$ cat src/rtl/io_mmio_responder.sv
// io_mmio_responder: MMIO block on the core data port.
// UART TX holding reg, RX FIFO, cycle/instret counters.
module io_mmio_responder #(
  parameter int         RX_DEPTH  = 4,
  parameter logic [3:0] IO_REGION = 4'h8
) (
  input  logic        clk,
  input  logic        rst_n,
  input  logic [31:0] addr,
  input  logic [31:0] wdata,
  input  logic [3:0]  wea,
  input  logic        re,
  input  logic        instr_valid,
  output logic [31:0] dout,
  output logic [7:0]  uart_tx_data,
  output logic        uart_tx_valid,
  input  logic        uart_tx_ready,
  input  logic [7:0]  uart_rx_data,
  input  logic        uart_rx_valid,
  output logic        uart_rx_ready
);

  localparam int PW = $clog2(RX_DEPTH);
  localparam int CW = PW + 1;

  typedef enum logic {
    S_IDLE,
    S_SEND
  } tx_state_t;

  tx_state_t r_state;
  tx_state_t w_next;
  logic      w_tx_load;

  logic [31:0] r_dout;
  logic [7:0]  r_tx_data;
  logic [31:0] r_cyc;
  logic [31:0] r_ins;

  logic [7:0]    r_mem [RX_DEPTH];
  logic [PW-1:0] r_rd_ptr;
  logic [PW-1:0] r_wr_ptr;
  logic [CW-1:0] r_count;

  logic        w_sel;
  logic        w_store;
  logic        w_load;
  logic [7:0]  w_off;
  logic        w_full;
  logic        w_empty;
  logic        w_push;
  logic        w_pop;
  logic        w_clr;
  logic [31:0] w_rdata;
  logic [7:0]  w_head;

  // Upper address/data bits are not decoded by this block.
  logic w_unused;
  assign w_unused = ^{addr[27:8], wdata[31:8]};

  assign w_sel   = (addr[31:28] == IO_REGION);
  assign w_store = w_sel && (wea != 4'b0);
  assign w_load  = w_sel && re && (wea == 4'b0);
  assign w_off   = addr[7:0];

  assign w_full  = (r_count == CW'(RX_DEPTH));
  assign w_empty = (r_count == '0);
  assign w_push  = uart_rx_valid && !w_full;
  assign w_pop   = w_load && (w_off == 8'h04) && !w_empty;
  assign w_clr   = w_store && (w_off == 8'h18);
  assign w_head  = w_empty ? 8'h00 : r_mem[r_rd_ptr];

  assign uart_tx_valid = (r_state == S_SEND);
  assign uart_tx_data  = r_tx_data;
  assign uart_rx_ready = !w_full;
  assign dout          = r_dout;

  // Read mux: pre-update register state for this cycle's load.
  always_comb begin
    w_rdata = '0;
    case (w_off)
      8'h00:   w_rdata = {30'b0, !w_empty, r_state == S_IDLE};
      8'h04:   w_rdata = {24'b0, w_head};
      8'h10:   w_rdata = r_cyc;
      8'h14:   w_rdata = r_ins;
      default: w_rdata = '0;
    endcase
  end

  // TX next-state: accept a store only while idle.
  always_comb begin
    w_next    = r_state;
    w_tx_load = 1'b0;
    unique case (r_state)
      S_IDLE: begin
        if (w_store && (w_off == 8'h08)) begin
          w_next    = S_SEND;
          w_tx_load = 1'b1;
        end
      end
      S_SEND: begin
        if (uart_tx_ready) w_next = S_IDLE;
      end
      default: w_next = S_IDLE;
    endcase
  end

  // TX state and latched byte.
  always_ff @(posedge clk or negedge rst_n) begin
    if (!rst_n) begin
      r_state   <= S_IDLE;
      r_tx_data <= '0;
    end else begin
      r_state <= w_next;
      if (w_tx_load) r_tx_data <= wdata[7:0];
    end
  end

  // Registered read data; zero when not a load.
  always_ff @(posedge clk or negedge rst_n) begin
    if (!rst_n) r_dout <= '0;
    else        r_dout <= w_load ? w_rdata : '0;
  end

  // Counters; clear has priority over increment.
  always_ff @(posedge clk or negedge rst_n) begin
    if (!rst_n) begin
      r_cyc <= '0;
      r_ins <= '0;
    end else if (w_clr) begin
      r_cyc <= '0;
      r_ins <= '0;
    end else begin
      r_cyc <= r_cyc + 32'd1;
      r_ins <= r_ins + 32'(instr_valid);
    end
  end

  // FIFO storage needs no reset; validity is tracked by count.
  always_ff @(posedge clk) begin
    if (w_push) r_mem[r_wr_ptr] <= uart_rx_data;
  end

  // FIFO pointers and occupancy.
  always_ff @(posedge clk or negedge rst_n) begin
    if (!rst_n) begin
      r_rd_ptr <= '0;
      r_wr_ptr <= '0;
      r_count  <= '0;
    end else begin
      if (w_push) r_wr_ptr <= r_wr_ptr + 1'b1;
      if (w_pop)  r_rd_ptr <= r_rd_ptr + 1'b1;
      if (w_push && !w_pop)      r_count <= r_count + 1'b1;
      else if (w_pop && !w_push) r_count <= r_count - 1'b1;
    end
  end

endmodule
$ cat config.mk
export PLATFORM = sky130hd
export DESIGN_NAME = io_mmio_responder
export DESIGN_NICKNAME = d
export VERILOG_FILES = /design/src/rtl/io_mmio_responder.sv
export SDC_FILE = /design/constraint.sdc
export NUM_CORES = 1
export LEC_CHECK = 0
export CAP_MARGIN = 10
export CORE_MARGIN = 1.5
export CORE_UTILIZATION = 25
export CTS_CLUSTER_SIZE = 8
export DETAILED_ROUTE_END_ITERATION = 12
export GPL_ROUTABILITY_DRIVEN = 0
export PLACE_DENSITY = 0.55
export SETUP_SLACK_MARGIN = 0.5
export SLEW_MARGIN = 5
export SYNTH_ARGS = -nofsm -noshare
export SYNTH_HDL_FRONTEND = slang
export SYNTH_SLANG_ARGS = --single-unit
$ cat constraint.sdc
create_clock -name clk -period 4.7 [get_ports clk]
set_input_delay 0.94 -clock clk [delete_from_list [all_inputs] [get_ports clk]]
set_output_delay 0.94 -clock clk [all_outputs]
set_load 0.01 [all_outputs]
# Word level (Yosys, flattened, before mapping)
# Memory sizes are Yosys's and may differ from the RTL's.
# Index checks and enable logic that the tools add are counted.
dict set report totals {
  output_inout_bits 42
  wordCells 55
  n_memories 1
  ram_bits 32
  reg_bits 112
  input_bits 82
}
# memory depth width rd rd_clocked_by_memory_dff wr line
set memory_table {}
lappend memory_table {r_mem 4 8 1 0 1 40} ;# logic [7:0] r_mem [RX_DEPTH];
dict set report op_classes {
  reduce_logical 19
  muxes 13
  n_eq_ne 7
  bitwise 1
  n_addsub 6
}
# operator n
set op_table {}
lappend op_table {{32-bit one-hot mux with 4 select lines} 1}
lappend op_table {{32-bit 2-to-1 mux} 3}
lappend op_table {{32-bit by 1-bit adder with 32-bit output} 1}
lappend op_table {{32-bit by 1-bit adder with 32-bit output (second input constant)} 1}
lappend op_table {{8-bit by 5-bit equality test with 1-bit output (second input constant)} 3}
lappend op_table {{1-bit logical AND} 10}
lappend op_table {{8-bit by 3-bit equality test with 1-bit output (second input constant)} 1}
lappend op_table {{8-bit by 4-bit equality test with 1-bit output (second input constant)} 1}
lappend op_table {{8-bit logical NOT} 1}
lappend op_table {{8-bit 2-to-1 mux} 1}
lappend op_table {{3-bit 2-to-1 mux} 2}
lappend op_table {{1-bit 2-to-1 mux} 5}
lappend op_table {{2-bit by 1-bit adder with 2-bit output (second input constant)} 2}
lappend op_table {{4-bit equality test (second input constant)} 1}
lappend op_table {{1-bit logical NOT} 4}
lappend op_table {{4-bit logical NOT} 1}
lappend op_table {{4-bit nonzero test} 1}
lappend op_table {{3-bit by 1-bit adder with 3-bit output (second input constant)} 1}
lappend op_table {{3-bit equality test (second input constant)} 1}
lappend op_table {{3-bit logical NOT} 1}
lappend op_table {{3-bit by 1-bit subtractor with 3-bit output (second input constant)} 1}
lappend op_table {{1-bit one-hot mux with 2 select lines} 1}
lappend op_table {{2-bit nonzero test} 1}
lappend op_table {{1-bit NOT} 1}

# Logic depth before layout (Yosys ltp)
dict set report depth {
  word_depth 8
  depth_mapped 10
  depth_no_buf 9
}

# Worst setup path before layout
# Ideal clock, no wire load.
dict set report synth_path {
  path_type {input to register}
  start {input addr[1]}
  end {register r_count[1]}
  t_required_ps 4575
  slack_ps 1444
  stages 8
  setup_time_ps 125
  t_arrival_ps 3131
  path_cell_list {or3_1 > clkbuf_1 > nor4_2 > nand3_1 > ha_1 > inv_1 > fa_1 > mux2_2}
}
dict set report synth_between {
  elab_chain_cells 6
  word_cells_on_any_way 8
}
# element line
set synth_lines {}
lappend synth_lines {{start, declared} 9} ;# input logic [31:0] addr,
lappend synth_lines {{8-bit by 3-bit equality test with 1-bit output (*)} 69} ;# assign w_pop = w_load && (w_off == 8'h04) && !w_empty;
lappend synth_lines {{1-bit logical AND (*) (2 in a row)} 69}
lappend synth_lines {{1-bit logical NOT} 153} ;# if (w_push && !w_pop) r_count <= r_count + 1'b1;
lappend synth_lines {{1-bit logical AND} 153}
lappend synth_lines {{3-bit 2-to-1 mux or 2-bit nonzero test (tied branches)} -}
lappend synth_lines {{end signal, assigned} 153}
lappend synth_lines {{end signal, assigned} 154} ;# else if (w_pop && !w_push) r_count <= r_count - 1'b1;
lappend synth_lines {{end, declared} 43} ;# logic [CW-1:0] r_count;
# Every way passes the cells marked *; elsewhere a longest branch is shown, timed or not.
# A chain may end at the register's enable or synchronous reset.

# Worst setup path in the final report
dict set report layout_path {
  start {input wea[0]}
  end {register r_count[1]}
}
dict set report layout_between {
  elab_chain_cells 7
  word_cells_on_any_way 9
}
# element line
set layout_lines {}
lappend layout_lines {{start, declared} 11} ;# input logic [3:0] wea,
lappend layout_lines {{4-bit logical NOT (*)} 63} ;# assign w_load = w_sel && re && (wea == 4'b0);
lappend layout_lines {{1-bit logical AND (*)} 63}
lappend layout_lines {{1-bit logical AND (*) (2 in a row)} 69}
lappend layout_lines {{1-bit logical NOT} 153}
lappend layout_lines {{1-bit logical AND} 153}
lappend layout_lines {{3-bit 2-to-1 mux or 2-bit nonzero test (tied branches)} -}
# Marks and branches as above.

==> out/qor.yml <==
route:
  vias: 4740
  ant_nets: 0
  drc_errors: 0
  drtIter0Drc: 346
  dr.pass1.iters: 5
  wl_per_cell_um: 15.4
  wirelength_um: 15400
  vias_per_cell: 4.75
synth:
  syn_area_um2: 6520
  avgSynthCellArea_um2: 11.4
  synthAdderAreaFrac_pct: 1.84
  synth_xor_xnor_area_share_pct: 4.03
  synth_mux_area_share_pct: 5.68
  synth_top_area_cell: "dfrtp_1"
  async_reset_ff_share_pct: 77.8
  ys_top_cells_by_area: "dfrtp_1 (43%), edfxtp_1 (15%), nor2_1 (3.2%), a21oi_1 (3.1%), a22oi_1 (2.9%)"
  netlist.area_leader.share_pct: 43.0
  synth_edf_count: 32
  syn-num-nets: 665
  synthSimpleGateAreaFrac_pct: 18.0
  ys_types: 45
  synth_compound_area_share_pct: 10.1
  synth_top_family_by_area: "simple AND/OR/NAND/NOR gates"
  ys.flop_type: "dfrtp_1"
  syn_inst: 574
  yosys_warnings: 0
  yosysSeqAreaShare_pct: 57.7
  ys_ff_latch: 144
setup_path:
  end_kind: "register"
  crit_path_start: "wea[0]"
  crit_end: "r_count[1]"
  critPathKind: "primary input to register"
  reg2reg_to: "r_ins[26]"
  rrSetupSlack_ns: 2.12
  arrival_ns: 3.64
  path_max_fanout: 4
  required_ns: 5.02
  r2r_cells: 6
  rr_startpoint: "r_ins[0]"
  start_kind: "primary input"
die:
  dieWidth_um: 165
  dieArea_um2: 27100
  die_h_um: 165
  rows: 58
  core_area_um2: 25400
  start_util_pct: 25.7
  io_pins: 124
global_routing:
  grt_max_degree: 64
  grt_remaining_overflow: 0
  grt_pass1_vias: 4466
  grt_pass1_wl_um: 24900
  antenna_found_initial: 0
  gr-usage-all-layers_pct: 12.0
pwr:
  power.density_nw_per_um2: 390
  p_comb_share_pct: 10.7
  pwr-share-clk_pct: 41.7
  p_int_uw: 2330
  leakagePower_uw: 0.00310
  switching_share_pct: 28.2
  pwr-share-seq_pct: 47.6
  max-vdd-ir-drop_mv: 0.217
  p_sw_uw: 912
clocking:
  cts_buffer_depth: 2
  cts-root-buf: "clkbuf_16"
  htreeDepth: 4
  cts_buffers: 17
  cts_tree: "built"
  post-cts-setup-buffers: 0
  clk_pin_slew_ns: 0.07
  post_cts_resized: 0
  clock_latency_ns: 0.43
  ctsHoldBuffers: 0
  clock-sinks: 144
timing:
  hold_violations: 0
  rsz0062_at_grt: "no"
  setup_viol: 0
  period_share_pct: 70.5
  tightest_slew_ns: 0.858
  setup-tns-final_ns: 0
  period_needed_ns: 3.31
  finalMaxSlewViolations: 0
  fmax_ghz: 0.302
  slew-limit-headroom_pct: 42.8
  final.setup_skew_ns: 0.0123
hold_path:
  holdCritStartpoint: "uart_tx_data[1]"
  hold_path_class: "register to register"
run:
  max_cap_violations: 0
final_layout:
  syn_to_final_growth_pct: 27.2
  final_util_pct: 32.7
  drive_gt1_share_pct: 11.7
  n_antenna_cell: 0
  final_nets: 745
placed_design:
  dp_hpwl_um: 10200
  port_buffers: 79
status:
  status: "finished clean"
[per-layer routing]
metal	wire, µm	global-route usage (%)
met1	7560	17.3
met2	7000	17.8
met3	641	3.06
met4	161	3.32
met5	0	0
[placed cells by master, fill, tap and decap left out, types with 7 or more instances in the layout]
cell,instances
o31ai_1,17
o21ai_0,17
nand2_1,31
mux4_2,8
edfxtp_1,32
nor2_1,54
nand3_1,28
inv_1,15
clkdlybuf4s50_1,78
mux2_2,16
nor4_1,7
a22oi_1,25
xor2_1,10
clkbuf_16,18
nand4_1,12
ha_1,8
xnor2_1,20
a21oi_1,41
nor3_1,9
dfrtp_1,112
buf_4,10
or4_1,22
or3_1,20
[how the worst min path moves through the flow]
stage / to / cells after the start / slack (ns)
floorplan: r_count[2] / 1 / 0.46
global placement: uart_tx_data[6] / 1 / 0.49
detailed placement: uart_tx_data[3] / 1 / 0.49
CTS: r_count[2] / 1 / 0.51
global route: uart_tx_data[1] / 1 / 0.53
finish: uart_tx_data[1] / 1 / 0.50
[Yosys cell counts (all sizes together), types with 2 or more instances]
cell type and instances:
a21oi 41, a22oi 25, and2 5, and3 6, and4 5, buf 11
clkbuf 17, dfrtp 112, edfxtp 32, ha 8, inv 15, mux2 16
mux4 8, nand2 31, nand3 28, nand4 14, nor2 55, nor3 12
nor4 8, nor4b 2, o21a 3, o21ai 17, o31ai 17, or2 3
or3 20, or4 23, xnor2 20, xor2 10
[metrics by stage]
stage / instances / instance area (µm²) / hold slack [ns] / setup WS, ns / total power [µW]
after CTS: 997 / 8300 / 0.506 / 1.32 / 3290
after global routing: 997 / 8300 / 0.525 / 1.15 / 3410
after floorplan: 574 / 6520 / 0.464 / 1.44 / 1760
final: 997 / 8300 / 0.504 / 1.39 / 3240
after detailed placement: 965 / 7720 / 0.494 / 0.848 / 1920
after global placement: 965 / 7720 / 0.489 / 0.913 / 1910
[worst max-delay path: stages]
cell	delay (ns)
clkdlybuf4s50_1	0.45
or4_1	0.57
nor3b_1	0.47
nand3_1	0.22
ha_1	0.25
inv_1	0.08
fa_1	0.40
mux2_2	0.26
[flip-flops by register name, summed over array words and instances (netlist names)]
name,flops
r_mem,32
r_ins,32
r_count,3
r_cyc,32
uart_tx_valid,1
r_rd_ptr,2
r_wr_ptr,2
uart_tx_data,8
dout,32
[cell type report]
cell class,instances,area (µm²)
multi-input combinational,387,2610
timing repair buffer,89,876
clock inverter,14,133
sequential,144,3760
fill,2576,17100
tap,330,413
inverter,15,56.3
clock buffer,18,450
[power by group through the flow]
stage | logic [µW] | clock network [µW] | registers [µW]
after CTS | 355 | 1390 | 1540
final | 346 | 1350 | 1540
after detailed placement | 354 | 0 | 1570
after global routing | 399 | 1450 | 1560
after floorplan | 230 | 0 | 1530
after global placement | 347 | 0 | 1560
[logic make-up after synthesis]
| group | Yosys count |
|---|---|
| simple gates | 216 |
| flops | 144 |
| compound gates | 107 |
| buf+inv | 43 |
| xor+xnor | 30 |
| mux | 25 |
| fa+ha+maj | 9 |
Power figures use the tool's default switching activity.
